<file path="src/rtl/pll_pkg.sv">
// pll_pkg: shared lock-state encoding and PLL error-code constants
package pll_pkg;

    typedef enum logic [1:0] {
        UNLOCKED = 2'd0,
        ACQUIRE  = 2'd1,
        LOCKED   = 2'd2,
        HOLDOVER = 2'd3
    } state_t;

    localparam logic [1:0] ERR_NONE = 2'b00;
    localparam logic [1:0] ERR_LAG  = 2'b01;
    localparam logic [1:0] ERR_LEAD = 2'b11;

endpackage

</file>
<file path="src/rtl/pll_err_window.sv">
// pll_err_window: per-window sample counter with error and lead/lag bias accumulators
import pll_pkg::*;

module pll_err_window #(
    parameter int LGWINDOW = 8
) (
    input  logic                       i_clk,
    input  logic                       i_reset_n,
    input  logic                       i_clear,
    input  logic                       i_ce,
    input  logic [1:0]                 i_err,
    output logic                       o_close,
    output logic [LGWINDOW:0]          o_err_total,
    output logic signed [LGWINDOW+1:0] o_bias_total
);

    logic [LGWINDOW-1:0]        cnt_q;
    logic [LGWINDOW:0]          err_q;
    logic signed [LGWINDOW+1:0] bias_q;
    logic signed [LGWINDOW+1:0] bias_step;

    // Totals include the current sample so the closing sample lands in its own window
    assign o_close      = i_ce & (&cnt_q);
    assign o_err_total  = err_q + (LGWINDOW+1)'(i_err != ERR_NONE);
    assign bias_step    = (i_err == ERR_LAG) ? (LGWINDOW+2)'(1) : (i_err == ERR_LEAD) ? '1 : '0;
    assign o_bias_total = bias_q + bias_step;

    // Count samples and accumulate; restart both accumulators on the closing sample
    always_ff @(posedge i_clk or negedge i_reset_n) begin
        if (!i_reset_n) begin
            cnt_q  <= '0;
            err_q  <= '0;
            bias_q <= '0;
        end else if (i_clear) begin
            cnt_q  <= '0;
            err_q  <= '0;
            bias_q <= '0;
        end else if (i_ce) begin
            cnt_q  <= cnt_q + LGWINDOW'(1);
            err_q  <= o_close ? '0 : o_err_total;
            bias_q <= o_close ? '0 : o_bias_total;
        end
    end

endmodule

</file>
<file path="src/rtl/pll_lock_detect.sv">
// pll_lock_detect: windowed PLL error statistics, hysteretic lock FSM and phase-wrap tick
import pll_pkg::*;

module pll_lock_detect #(
    parameter int PHASE_BITS     = 32,
    parameter int LGWINDOW       = 8,
    parameter int LOCK_THRESH    = 4,
    parameter int UNLOCK_THRESH  = 32,
    parameter int LOCK_WINDOWS   = 4,
    parameter int UNLOCK_WINDOWS = 2
) (
    input  logic                       i_clk,
    input  logic                       i_reset_n,
    input  logic                       i_ce,
    input  logic                       i_clear,
    input  logic [1:0]                 i_err,
    input  logic [PHASE_BITS-1:0]      i_phase,
    output logic                       o_locked,
    output logic [1:0]                 o_state,
    output logic [LGWINDOW:0]          o_err_count,
    output logic signed [LGWINDOW+1:0] o_bias,
    output logic                       o_window_stb,
    output logic                       o_wrap_stb
);

    localparam int GW = $clog2(LOCK_WINDOWS + 1);
    localparam int BW = $clog2(UNLOCK_WINDOWS + 1);

    logic                       close;
    logic [LGWINDOW:0]          err_total;
    logic signed [LGWINDOW+1:0] bias_total;
    state_t                     state_q;
    logic [GW-1:0]              good_q;
    logic [BW-1:0]              bad_q;
    logic                       prev_msb_q;
    logic                       msb;
    logic                       is_good;
    logic                       is_bad;
    logic                       unused_phase;

    pll_err_window #(.LGWINDOW(LGWINDOW)) u_win (
        .i_clk        (i_clk),
        .i_reset_n    (i_reset_n),
        .i_clear      (i_clear),
        .i_ce         (i_ce),
        .i_err        (i_err),
        .o_close      (close),
        .o_err_total  (err_total),
        .o_bias_total (bias_total)
    );

    // Only the phase MSB matters for wrap detection
    assign msb          = i_phase[PHASE_BITS-1];
    assign unused_phase = ^i_phase[PHASE_BITS-2:0];
    assign is_good      = 32'(err_total) <= 32'(LOCK_THRESH);
    assign is_bad       = 32'(err_total) > 32'(UNLOCK_THRESH);
    assign o_state      = state_q;

    // Lock FSM, stepped once per closed window on that window's error count
    always_ff @(posedge i_clk or negedge i_reset_n) begin
        if (!i_reset_n) begin
            state_q  <= UNLOCKED;
            good_q   <= '0;
            bad_q    <= '0;
            o_locked <= 1'b0;
        end else if (i_clear) begin
            state_q  <= UNLOCKED;
            good_q   <= '0;
            bad_q    <= '0;
            o_locked <= 1'b0;
        end else if (close) begin
            case (state_q)
                UNLOCKED: if (is_good) begin
                    if (LOCK_WINDOWS == 1) begin
                        state_q  <= LOCKED;
                        o_locked <= 1'b1;
                    end else begin
                        state_q <= ACQUIRE;
                        good_q  <= GW'(1);
                    end
                end
                ACQUIRE: if (!is_good) begin
                    state_q <= UNLOCKED;
                    good_q  <= '0;
                end else if (32'(good_q) + 32'd1 >= 32'(LOCK_WINDOWS)) begin
                    state_q  <= LOCKED;
                    good_q   <= '0;
                    o_locked <= 1'b1;
                end else begin
                    good_q <= good_q + GW'(1);
                end
                LOCKED: if (is_bad) begin
                    if (UNLOCK_WINDOWS == 1) begin
                        state_q  <= UNLOCKED;
                        o_locked <= 1'b0;
                    end else begin
                        state_q <= HOLDOVER;
                        bad_q   <= BW'(1);
                    end
                end
                HOLDOVER: if (is_bad) begin
                    if (32'(bad_q) + 32'd1 >= 32'(UNLOCK_WINDOWS)) begin
                        state_q  <= UNLOCKED;
                        bad_q    <= '0;
                        o_locked <= 1'b0;
                    end else begin
                        bad_q <= bad_q + BW'(1);
                    end
                end else if (is_good) begin
                    state_q <= LOCKED;
                    bad_q   <= '0;
                end
                default: state_q <= UNLOCKED;
            endcase
        end
    end

    // Window totals, completion strobe and falling-MSB wrap strobe
    always_ff @(posedge i_clk or negedge i_reset_n) begin
        if (!i_reset_n) begin
            o_err_count  <= '0;
            o_bias       <= '0;
            o_window_stb <= 1'b0;
            o_wrap_stb   <= 1'b0;
            prev_msb_q   <= 1'b0;
        end else if (i_clear) begin
            o_err_count  <= '0;
            o_bias       <= '0;
            o_window_stb <= 1'b0;
            o_wrap_stb   <= 1'b0;
            prev_msb_q   <= 1'b0;
        end else begin
            o_window_stb <= close;
            o_wrap_stb   <= i_ce & prev_msb_q & ~msb;
            if (i_ce) prev_msb_q <= msb;
            if (close) begin
                o_err_count <= err_total;
                o_bias      <= bias_total;
            end
        end
    end

endmodule

</file>
<file path="config.mk">
export PLATFORM = sky130hd
export DESIGN_NAME = pll_lock_detect
export DESIGN_NICKNAME = d
export VERILOG_FILES = /design/src/rtl/pll_pkg.sv /design/src/rtl/pll_err_window.sv /design/src/rtl/pll_lock_detect.sv
export SDC_FILE = /design/constraint.sdc
export NUM_CORES = 1
export LEC_CHECK = 0
export BUFFER_PORTS_ARGS = -buffer_cell sky130_fd_sc_hd__buf_2
export CORE_UTILIZATION = 30
export CTS_CLUSTER_DIAMETER = 40
export CTS_CLUSTER_SIZE = 24
export DETAILED_ROUTE_END_ITERATION = 7
export GPL_TIMING_DRIVEN = 0
export PLACE_DENSITY = 0.52
export SLEW_MARGIN = 40
export SYNTH_ARGS = -nofsm -noshare
export SYNTH_HDL_FRONTEND = slang
export SYNTH_HIERARCHICAL = 1
export SYNTH_SLANG_ARGS = --single-unit
</file>
<file path="constraint.sdc">
create_clock -name i_clk -period 5.8 [get_ports i_clk]
set_input_delay 0.87 -clock i_clk [delete_from_list [all_inputs] [get_ports i_clk]]
set_output_delay 0.87 -clock i_clk [all_outputs]
set_load 0.01 [all_outputs]
</file>
Word-level counts from Yosys, hierarchy flattened --
Index checks and enable logic that the tools add are counted.
Storage, ports and cells: bits in registers 57, output and inout port bits 24, logic and storage cells 101
Cells by class: add/sub/neg operators 7, $lt $le $gt $ge 4, equal/unequal tests 14, mux-type cells 48, bitwise gates (word level) 4, reduce and logical (&&, ||, !) cells 12
Operators by type and width (count):
- $mux W10 | 7
- $mux W9 | 5
- $mux W2 | 15
- $ne A3 B3 Y1 const B | 6
- $mux W8 | 2
- $mux W3 | 5
- $ne A4 B4 Y1 const B | 3
- $reduce_and A6 Y1 | 2
- $add A10 B10 Y10 | 1
- $mux W1 | 10
- $add A9 B1 Y9 | 1
- $gt A9 B6 Y1 const B | 1
- $le A9 B3 Y1 const B | 1
- $reduce_bool A3 Y1 | 3
- $add A8 B1 Y8 const B | 1
- $pmux W2 S4 | 1
- $reduce_and A8 Y1 | 1
- $eq A2 B2 Y1 const B | 3
- $pmux W3 S2 | 1
- $reduce_bool A2 Y1 | 3
- $add A3 B1 Y4 const B | 1
- $eq A2 B1 Y1 const B | 2
- $ge A4 B3 Y1 const B | 1
- $pmux W2 S2 | 1
- 10 further kinds | 12

Depth between registers and ports, before layout --
Gate-level depths: netlist of run 1.
word-level depth 8, depth in mapped cells 12, depth with buffers taken out 11

Modules after synthesis --
The synthesis of run 1 kept the hierarchy.
Modules (own cells, without submodules):
- pll_err_window | instances 1, cells an instance 173, area each 1641.6 µm²
- pll_lock_detect | instances 1, cells an instance 137, area each 1451.4 µm²

Worst setup path after synthesis of run 1 --
OpenSTA, ideal clock, no wires.
path type input to register, start in i_err[1], end reg good_q[0], setup time 0.128 ns, arrival time 3.308 ns, required time 5.672 ns, slack 2.365 ns, cell stages on the path 12, path buffers 1, path through or2_2 -> ha_1 -> ha_1 -> and3_1 -> and3_1 -> buf_2 -> nand3_1 -> xnor2_1 -> nor3_1 -> and3_4 -> a221o_1 -> mux2_1
Between the ends: word-level cells in the longest chain between the ends 7
RTL lines:
- start, declared | RTL line pll_lock_detect.sv:16 | input logic [1:0] i_err,
- $reduce_bool A2 Y1 * | RTL line pll_err_window.sv:24 | assign o_err_total = err_q + (LGWINDOW+1)'(i_err != ERR_NONE);
- $add A9 B1 Y9 * | RTL line pll_err_window.sv:24
- via err_total[8] | RTL line pll_lock_detect.sv:30 | logic [LGWINDOW:0] err_total;
- $le A9 B3 Y1 * | RTL line pll_lock_detect.sv:55 | assign is_good = 32'(err_total) <= 32'(LOCK_THRESH);
- $mux W3 | RTL line pll_lock_detect.sv:82 | ACQUIRE: if (!is_good) begin
- $pmux W3 S2 | RTL line pll_lock_detect.sv:72 | case (state_q)
- $mux W3 | RTL line pll_lock_detect.sv:71 | end else if (close) begin
- $mux W3 | RTL line pll_lock_detect.sv:66 | end else if (i_clear) begin
- end signal, assigned | RTL line pll_lock_detect.sv:90 | good_q <= good_q + GW'(1);
- end, declared | RTL line pll_lock_detect.sv:33 | logic [GW-1:0] good_q;
Mark *: on every way through the listed nets, which the timed path passes. The rest lies on a longest branch. The select of a mux whose other input is x is not followed. A chain may end at the register's enable or synchronous reset.

Worst setup path after layout of run 1 --
start in i_err[1], end reg good_q[1]
Same word-level chain as after synthesis.

==> results of run 1 <==
power by group:
part | total [mW] | internal [mW] | switching, mW | leakage, nW
Sequential | 0.422 | 0.409 | 0.0130 | 0.787
Combinational | 0.0931 | 0.0389 | 0.0542 | 0.769
Clock | 0.395 | 0.233 | 0.162 | 0.107
cells in the final DEF, fill, tap and decap left out, drive strengths merged, types with 5 or more instances in the layout:
| cell | n |
|---|---|
| xor2 | 9 |
| xnor2 | 12 |
| dfrtp | 57 |
| nor2 | 45 |
| nand3 | 13 |
| nand2 | 17 |
| clkbuf | 18 |
| a22o | 10 |
| o21ai | 15 |
| buf | 39 |
| and3 | 7 |
| nor4 | 5 |
| a21oi | 10 |
| inv | 10 |
| nand4 | 6 |
| ha | 8 |
| mux2i | 24 |
how the worst max path moves through the flow:
stage | startpoint | to | slack [ns] | depth (start not counted)
4_1_cts | i_err[1] | good_q[1] | 2.32 | 13
3_5_place_dp | i_err[1] | good_q[0] | 1.99 | 13
6_report | i_err[1] | good_q[1] | 2.31 | 13
5_1_grt | i_err[1] | good_q[1] | 2.15 | 13
3_3_place_gp | i_err[1] | good_q[1] | 2.00 | 13
2_1_floorplan | i_err[1] | good_q[0] | 2.36 | 12
registers in the layout, indices dropped and copies added, names as in the netlist:
| signal | cells |
|---|---|
| o_locked | 1 |
| u_win/err_q | 9 |
| good_q | 3 |
| o_state | 2 |
| prev_msb_q | 1 |
| o_bias | 10 |
| u_win/cnt_q | 8 |
| o_err_count | 9 |
| u_win/bias_q | 10 |
| o_wrap_stb | 1 |
| o_window_stb | 1 |
| bad_q | 2 |
final cells by class:
class	count	share of cell area, %
plain buffers	13	1.62
inverters	10	1.04
repair buffers	30	4.32
flip-flops and latches	57	39.4
clock inverters	2	0.967
multi-input cells	230	43.3
well taps	133	4.59
clock buffers	14	4.77
kinds of logic after synthesis:
logic type      after synthesis  share of synthesized area (%)
xor+xnor                     21                           5.95
compound gates               58                           14.0
mux                          26                           8.50
fa+ha+maj                     8                           3.24
flops                        57                           46.1
buf+inv                      23                           3.11
simple gates                117                           19.1
critical path: stages:
cell and delay [ns]:
buf_2 0.12, or2_2 0.30, ha_1 0.22, ha_1 0.24, and3_1 0.18, and3_1 0.18
buf_2 0.15, nand3_1 0.13, xnor2_1 0.22, nor3_1 0.15, and3_4 0.23, a221o_1 0.40
mux2_1 0.32
routing by layer:
metal,global-route usage (%),vias to the layer above,wire [um]
li1,-,1196,-
met3,3.59,10,188
met1,19.0,1196,3640
met5,0,-,0
met2,21.2,27,3190
met4,4.97,0,106
per-stage QoR:
stage | cell area (um^2) | setup WS, ns | hold WS, ns
5_1_grt | 3620 | 2.15 | 0.522
4_1_cts | 3620 | 2.32 | 0.510
6_report | 3620 | 2.31 | 0.504
3_5_place_dp | 3410 | 1.99 | 0.499
2_1_floorplan | 3090 | 2.36 | 0.470
3_3_place_gp | 3410 | 2.00 | 0.492
==> summary.md, run 1 <==
| Metric | Value |
|---|---|
| Status | complete, no violations |
| R2R setup slack | 2.79 ns |
| Clock Sinks | 57 |
| Clock-pin slew of the registers on the worst-case setup and hold paths | 0.07 ns |
| Final setup fails | 0 |
| Worst EP arrival | 3.72 ns |
| Reg2reg path depth | 11 |
| Routability cong. | 0.833 |
| Num CTS Buffers | 9 |
| Worst path required time | 6.02 ns |
| Sequential area share after synthesis | 46.1% |
| Share of the synthesized area in the top cell type | 46.1% |
| Finished Layout Cells | 489 |
| Post-CTS setup buffers | 0 |
| H-Tree Depth | 3 |
| Number of global-route vias before repair | 2336 |
| Post-synth EDFFs | 0 |
| Share of layout cells above drive strength 1 | 18.5% |
| Drt pass-1 iters | 4 |
| Initial drt markers | 103 |
| Dpl hpwl | 4850 um |
| Row count | 36 |
| Worst-Margin Slew | 0.757 ns |
| Wirelength per Cell | 14.6 um |
| Hold buffer count at cts | 0 |
| Post-cts resize count | 0 |
| Worst-Skew Late Latency | 0.34 ns |
| DRC violations left | 0 |
| Post-synthesis instance total | 310 |
| Most frequent cell after synthesis | dfrtp_1 |
| Core area | 9860 um^2 |
| Multi-input logic area | 1570 um^2 |
| Syn Std Cell Area | 3090 um^2 |
| Util after Layout | 36.7% |
| Clock buffer depth | 2 |
| DIE AREA | 10700 um^2 |
| Hold crit path type | in2async |
| Initial Util | 31.4% |
| PD cells | 251 nW/um^2 |
| Final Power | 0.910 mW |
| Crit Path Class | in2reg |
| Dpl cells | 473 |
| DR vias | 2429 |
| Fin. Hold Viols | 0 |
| Routed WL | 7120 um |
| CP max FO | 5 |
| Area leader, netlist | dfrtp_1 |
| Post-synthesis cell type count | 57 |
| Syn_nets | 356 |
| Critical Path Source Type | input port |
| Total track usage | 13.9% |
| Top FF cell, synth | dfrtp_1 |
| First-pass GRT wire length | 11800 um |
| Reg area | 1430 um^2 |
| Vias/cell | 4.97 |
| Yosys reg bits | 57 |
| PortBufs | 30 |
| Chip Width | 104 um |
| Die height | 104 um |
| Leak pwr | 1.66 nW |
| Synth top area cells | dfrtp_1 (46%), mux2i_1 (7.8%), nor2_1 (5.3%) |
| Post-route antenna net violation count | 0 |
| R2r endpoint | good_q[1] |
| # IOs | 62 |
| Post-layout nets | 397 |
| Area delta synth->final | 17.2% |
| Syn avg cell area | 9.98 um^2 |
| Yosys warns | 6 |
| Pins Over Slew Limit | 0 |
| Final setup TNS | 0 ns |
| CTS tree | yes |
| Fraction of registers with async set/reset | 100% |
| Max Cap Violations | 0 |
| Fill count | 1002 |
| Diode count | 0 |
| Max Freq | 286 MHz |
| CTS Root Cell | clkbuf_8 |
| Max VDD drop | 0.0881 mV |
| Clk_skew | 0.00680 ns |
| GRT Residual Overflow | 0 |
| Max_slew headroom | 49.3% |
| Final period utilization | 60.2% |
| Largest net degree at the start of global routing | 58 |
| Initial antenna violation count | 0 |
| Top cells by count, synth | dfrtp_1 (57), nor2_1 (44), mux2i_1 (24) |
| Post-route minimum period | 3.49 ns |
| Critical R2R Launch | u_win/err_q[0] |
| Critical path endpoint category | flop |
| Unrepaired setup endpoints after global routing | false |
No activity file was read; power rests on OpenSTA's default activity.
==> inputs of run 2 (changes only) <==
PLACE_DENSITY = 0.53   (was 0.52)
clock period = 3.2 ns   (was 5.8 ns; I/O delays follow)
==> run 2 against run 1 <==
Compared with the run above:
- final area shrank 0.62%
- cell count fell by 0.20%
- via count rose by 0.12%
- core utilization is 0.23 points lower
- sequential power is 82% higher
- highest routed layer unchanged
- flip-flop and latch count unchanged
- non-clock buffer count is the same
- critical path type unchanged
- clock power increased by 56%
- critical path depth unchanged
- combinational power increased by 82%
==> summary.md, run 2 (synthesis gave the netlist of run 1 again) <==
| Metric | Value |
|---|---|
| Max VDD drop | 0.163 mV (was 0.0881 mV) |
| Util after Layout | 36.5% (was 36.7%) |
| Dpl cells | 473 (unchanged) |
| Post-CTS setup buffers | 0 (unchanged) |
| Slowest stage delay, CP | 0.40 ns (about the same) |
| Fin. Hold Viols | 0 (unchanged) |
| Most common cell after layout, fill and taps aside | dfrtp_1 (unchanged) |
| Clock buffer depth | 2 (unchanged) |
| Number of global-route vias before repair | 2398 (was 2336) |
| H-Tree Depth | 3 (unchanged) |
| Diode count | 0 (unchanged) |
| Max Freq | 326 MHz |
| # IOs | 62 (unchanged) |
| Post-route antenna net violation count | 0 (unchanged) |
| Leak pwr | 1.66 nW (about the same) |
| CP max FO | 5 (unchanged) |
| Worst EP arrival | 3.30 ns (was 3.72 ns) |
| Largest net degree at the start of global routing | 58 (unchanged) |
| Dpl hpwl | 4870 um (was 4850 um) |
| Slowest cell on the critical path | a221o_1 (unchanged) |
| CTS tree | yes (unchanged) |
| Fill count | 982 (was 1002) |
| Total track usage | 14.3% (was 13.9%) |
| DRC violations left | 0 (unchanged) |
| Critical Path Source Type | input port (unchanged) |
| Drt pass-1 iters | 4 (unchanged) |
| Bufs and invs on worst path | 2 (unchanged) |
| Max Cap Violations | 0 (unchanged) |
| Routed WL | 7010 um (was 7120 um) |
| Worst-Margin Slew | 0.731 ns (was 0.757 ns) |
| Most frequent cells in the layout | dfrtp_1 (57), nor2_1 (44), buf_2 (37) (unchanged) |
| Die height | 104 um (unchanged) |
| Wirelength per Cell | 14.4 um (was 14.6 um) |
| Largest regs | o_bias (10), u_win/bias_q (10) (unchanged) |
| Initial antenna violation count | 0 (unchanged) |
| CP cell instances | buf_2 -> or2_2 -> ha_1 -> ha_1 -> and3_1 -> and3_1 -> buf_2 -> nand3_1 -> xnor2_1 -> nor3_2 -> and3_4 -> a221o_1 -> mux2_1 (was buf_2 -> or2_2 -> ha_1 -> ha_1 -> and3_1 -> and3_1 -> buf_2 -> nand3_1 -> xnor2_1 -> nor3_1 -> and3_4 -> a221o_1 -> mux2_1) |
| Post-route minimum period | 3.07 ns |
| Clock-pin slew of the registers on the worst-case setup and hold paths | 0.07 ns (about the same) |
| Dpl cell area | 3410 um^2 (unchanged) |
| DR vias | 2432 (was 2429) |
| Final period utilization | 95.9% |
| Multi-input logic area | 1580 um^2 (was 1570 um^2) |
| Row count | 36 (unchanged) |
| Core area | 9860 um^2 (unchanged) |
| Reg area | 1430 um^2 (unchanged) |
| CTS Root Cell | clkbuf_8 (unchanged) |
| PD cells | 431 nW/um^2 (was 251 nW/um^2) |
| Post-layout nets | 397 (unchanged) |
| Final setup fails | 0 (unchanged) |
| Clk_skew | 0.00753 ns (was 0.00680 ns) |
| Crit Path Class | in2reg (unchanged) |
| Chip Width | 104 um (unchanged) |
| Vias/cell | 4.98 (was 4.97) |
| Area delta synth->final | 16.4% (was 17.2%) |
| Worst path required time | 3.43 ns (was 6.02 ns) |
| CP top delay family | simple AND/OR/NAND/NOR gates (unchanged) |
| Worst-Skew Late Latency | 0.34 ns (about the same) |
| Share of layout cells above drive strength 1 | 19.2% (was 18.5%) |
| First-pass GRT wire length | 12100 um (was 11800 um) |
| PortBufs | 30 (unchanged) |
| Finished layout cell area | 3600 um^2 (was 3620 um^2) |
| Hold crit path type | in2async (unchanged) |
| Finished Layout Cells | 488 (was 489) |
| Pins Over Slew Limit | 0 (unchanged) |
| Routability cong. | 0.827 (was 0.833) |
| Initial Util | 31.4% (unchanged) |
| Clock Sinks | 57 (unchanged) |
| Initial drt markers | 130 (was 103) |
| Status | complete, no violations (unchanged) |
| Critical path endpoint category | flop (unchanged) |
| Num CTS Buffers | 9 (unchanged) |
| Max_slew headroom | 51.1% (was 49.3%) |
| GRT Residual Overflow | 0 (unchanged) |
| Unrepaired setup endpoints after global routing | false (unchanged) |
| DIE AREA | 10700 um^2 (unchanged) |
run 2: worst paths after layout:
kind	start	end	slack, ns	cells after the start
setup / recovery	i_err[1]	good_q[0]	0.13	13
hold / removal	i_reset_n	o_err_count[8]	0.11	1
setup reg to reg	u_win/err_q[0]	good_q[0]	0.21	11
hold reg to reg	bad_q[1]	bad_q[1]	0.51	1
max in group asynchronous	i_reset_n	u_win/cnt_q[3]	2.72	1
min in group i_clk	i_phase[31]	o_wrap_stb	0.31	2
run 2: where the power goes:
| group | internal (mW) | switching [mW] |
|---|---|---|
| sequential | 0.742 | 0.0239 |
| clock | 0.336 | 0.283 |
| combinational | 0.0706 | 0.0981 |
| total | 1.15 | 0.405 |
run 2: worst register-to-register path: stages, from the launching register on:
cell and delay, ns:
dfrtp_1 0.35, ha_1 0.20, ha_1 0.24, and3_1 0.22, and3_1 0.17, buf_2 0.16, nand3_1 0.14, xnor2_1 0.35
nor3_2 0.11, and3_4 0.22, a221o_1 0.40, mux2_1 0.32
run 2: repair_timing:
action | in CTS | in global routing
hold buffers | 0 | 0
endpoints found under the setup margin | 0 | 2
endpoints found under the hold margin | 0 | 0
gates resized for setup | 0 | 1
run 2: metal layers:
metal  up-vias  GRT usage (%)  wire (um)
met5         -              0          0
met4         0           7.66        148
met3        11           2.71        182
met2        34           21.3       3160
met1      1194           19.7       3520
li1       1193              -          -
run 2: area by class of cell:
type | instances | share of cell area [%]
clock inverter | 3 | 0.417
clock buffer | 12 | 4.59
tap | 133 | 4.62
multi-input combinational | 230 | 43.7
inverter | 10 | 1.04
sequential | 57 | 39.6
timing repair buffer | 30 | 4.34
buffer | 13 | 1.63
run 2: through the flow:
stage                     TNS (ns)  hold slack (ns)  power (mW)  setup WS [ns]
after global placement      -0.422            0.492       0.946         -0.218
after detailed placement    -0.519            0.500       0.950         -0.247
after floorplan                  0            0.184       0.891          0.155
after CTS                        0            0.240        1.58          0.120
final                            0            0.109        1.55          0.130
after global routing             0            0.149        1.64         0.0230
==> inputs of run 3 (changes only) <==
REMOVE_ABC_BUFFERS = 1   (was not set)
==> run 3 against run 2 <==
Compared with the run above:
- combinational power shrank 4%
- hold slack lost 0.0018 ns
- via count is 0.78% lower
==> summary.md, run 3 (synthesis gave the netlist of run 1 again) <==
| Metric | Value |
|---|---|
| Slowest cell on the critical path | a221o_1 (unchanged) |
| Clk_skew | 0.0117 ns (was 0.00753 ns) |
| Initial antenna violation count | 0 (unchanged) |
| Max Cap Violations | 0 (unchanged) |
| Area delta synth->final | 16.3% (was 16.4%) |
| Worst-Skew Late Latency | 0.34 ns (about the same) |
| Clock-pin slew of the registers on the worst-case setup and hold paths | 0.07 ns (about the same) |
| Critical path endpoint category | flop (unchanged) |
| Unrepaired setup endpoints after global routing | false (unchanged) |
| Vias/cell | 5.07 (was 4.98) |
| Final setup fails | 0 (unchanged) |
| Slowest stage delay, CP | 0.40 ns (about the same) |
| Fill count | 997 (was 982) |
| Number of global-route vias before repair | 2345 (was 2398) |
| Hold crit path type | in2async (unchanged) |
| DRC violations left | 0 (unchanged) |
| Row count | 36 (unchanged) |
| Fin. Hold Viols | 0 (unchanged) |
| Post-cts resize count | 0 (unchanged) |
| Routability cong. | 0.770 (was 0.827) |
| Max_slew headroom | 47.7% (was 51.1%) |
| PortBufs | 30 (unchanged) |
| GRT Residual Overflow | 0 (unchanged) |
| Drt pass-1 iters | 4 (unchanged) |
| Worst path required time | 3.41 ns (was 3.43 ns) |
| Diode count | 0 (unchanged) |
| Pins Over Slew Limit | 0 (unchanged) |
| PD cells | 446 nW/um^2 (was 431 nW/um^2) |
| Most frequent cells in the layout | dfrtp_1 (57), nor2_1 (43), buf_2 (28) (was dfrtp_1 (57), nor2_1 (44), buf_2 (37)) |
| First-pass GRT wire length | 11400 um (was 12100 um) |
| Clock buffer depth | 2 (unchanged) |
| CP max FO | 5 (unchanged) |
| CTS tree | yes (unchanged) |
| # IOs | 62 (unchanged) |
| Critical Path Source Type | input port (unchanged) |
| Wirelength per Cell | 13.7 um (was 14.4 um) |
| Hold Slack | 0.108 ns (was 0.109 ns) |
| Worst-Margin Slew | 0.784 ns (was 0.731 ns) |
| Share of layout cells above drive strength 1 | 18.4% (was 19.2%) |
| Chip Width | 104 um (unchanged) |
| Routed WL | 6540 um (was 7010 um) |
| Worst slack at placement | -0.203 ns (was -0.247 ns) |
| Post-route minimum period | 3.00 ns (was 3.07 ns) |
| CP cell instances | buf_2 -> or2_2 -> ha_1 -> ha_1 -> and3_1 -> and3_1 -> xor2_1 -> nor3_2 -> and3_4 -> a221o_1 -> mux2_1 (was buf_2 -> or2_2 -> ha_1 -> ha_1 -> and3_1 -> and3_1 -> buf_2 -> nand3_1 -> xnor2_1 -> nor3_2 -> and3_4 -> a221o_1 -> mux2_1) |
| Bufs and invs on worst path | 1 (was 2) |
| Total track usage | 13.1% (was 14.3%) |
| Dpl hpwl | 4240 um (was 4870 um) |
| Final Power | 1.61 mW (was 1.55 mW) |
| Die height | 104 um (unchanged) |
| Crit Path Class | in2reg (unchanged) |
| Initial Util | 31.4% (unchanged) |
| H-Tree Depth | 3 (unchanged) |
| Largest net degree at the start of global routing | 58 (unchanged) |
| Clock Sinks | 57 (unchanged) |
| Most common cell after layout, fill and taps aside | dfrtp_1 (unchanged) |
| Final WS setup | 0.199 ns (was 0.130 ns) |
| Max Freq | 333 MHz (was 326 MHz) |
| CP top delay family | simple AND/OR/NAND/NOR gates (unchanged) |
| Post-layout nets | 385 (was 397) |
| Final period utilization | 93.8% (was 95.9%) |
| CTS Root Cell | clkbuf_8 (unchanged) |
| Core area | 9860 um^2 (unchanged) |
| Max VDD drop | 0.140 mV (was 0.163 mV) |
| Post-route antenna net violation count | 0 (unchanged) |
| Finished Layout Cells | 476 (was 488) |
| Leak pwr | 1.63 nW (was 1.66 nW) |
| Worst EP arrival | 3.21 ns (was 3.30 ns) |
| Status | complete, no violations (unchanged) |
| DR vias | 2413 (was 2432) |
| DIE AREA | 10700 um^2 (unchanged) |
| Initial drt markers | 108 (was 130) |
| Hold buffer count at cts | 0 (unchanged) |
| Largest regs | o_bias (10), u_win/bias_q (10) (unchanged) |
| Dpl cells | 461 (was 473) |
| Num CTS Buffers | 9 (unchanged) |
| Post-CTS setup buffers | 0 (unchanged) |
==> run 3: changes by cell type in the layout (fill, tap and decap cells not counted), sizes merged <==
cell and delta:
clkinv -1, buf -8, bufinv +1, clkbuf -4
==> run 3: cell type report <==
type	count	area, um^2	area share [%]
clock buffer	12	155	4.31
clock inverter	3	40.0	1.11
inverter	10	37.5	1.04
multi-input combinational	230	1590	44.1
sequential	57	1430	39.6
tap	133	166	4.62
timing repair buffer	31	186	5.18
==> run 3: through the flow <==
step / utilization [%] / instance area (um^2) / TNS [ns]
after floorplan: - / 3030 / 0
after global placement: 34.0 / 3350 / -0.394
after detailed placement: 34.3 / 3380 / -0.401
after CTS: 36.3 / 3580 / 0
after global routing: 36.5 / 3600 / 0
final: 36.5 / 3600 / 0
==> run 3: final timing paths <==
check / to / slack, ns / cells past startpoint / start
setup / recovery: good_q[0] / 0.20 / 11 / i_err[1]
hold / removal: o_err_count[6] / 0.11 / 1 / i_reset_n
setup reg to reg: good_q[0] / 0.35 / 10 / u_win/err_q[0]
hold reg to reg: o_bias[7] / 0.51 / 2 / o_bias[7]
max in group asynchronous: o_wrap_stb / 2.71 / 1 / i_reset_n
min in group i_clk: o_wrap_stb / 0.32 / 2 / i_phase[31]
==> run 3: per-layer routing <==
| metal | routed length [um] | part of all wire [%] | track usage, % |
|---|---|---|---|
| met4 | 86 | 1.3 | 6.21 |
| met3 | 216 | 3.3 | 3.15 |
| met1 | 3270 | 50 | 17.0 |
| met2 | 2970 | 45 | 20.5 |
| met5 | 0 | 0 | 0 |
==> run 3: where the power goes <==
group | total (mW) | internal [mW] | leakage [nW] | switching, mW
Sequential | 0.765 | 0.742 | 0.787 | 0.0235
Clock | 0.679 | 0.395 | 0.102 | 0.283
Combinational | 0.162 | 0.0679 | 0.745 | 0.0939
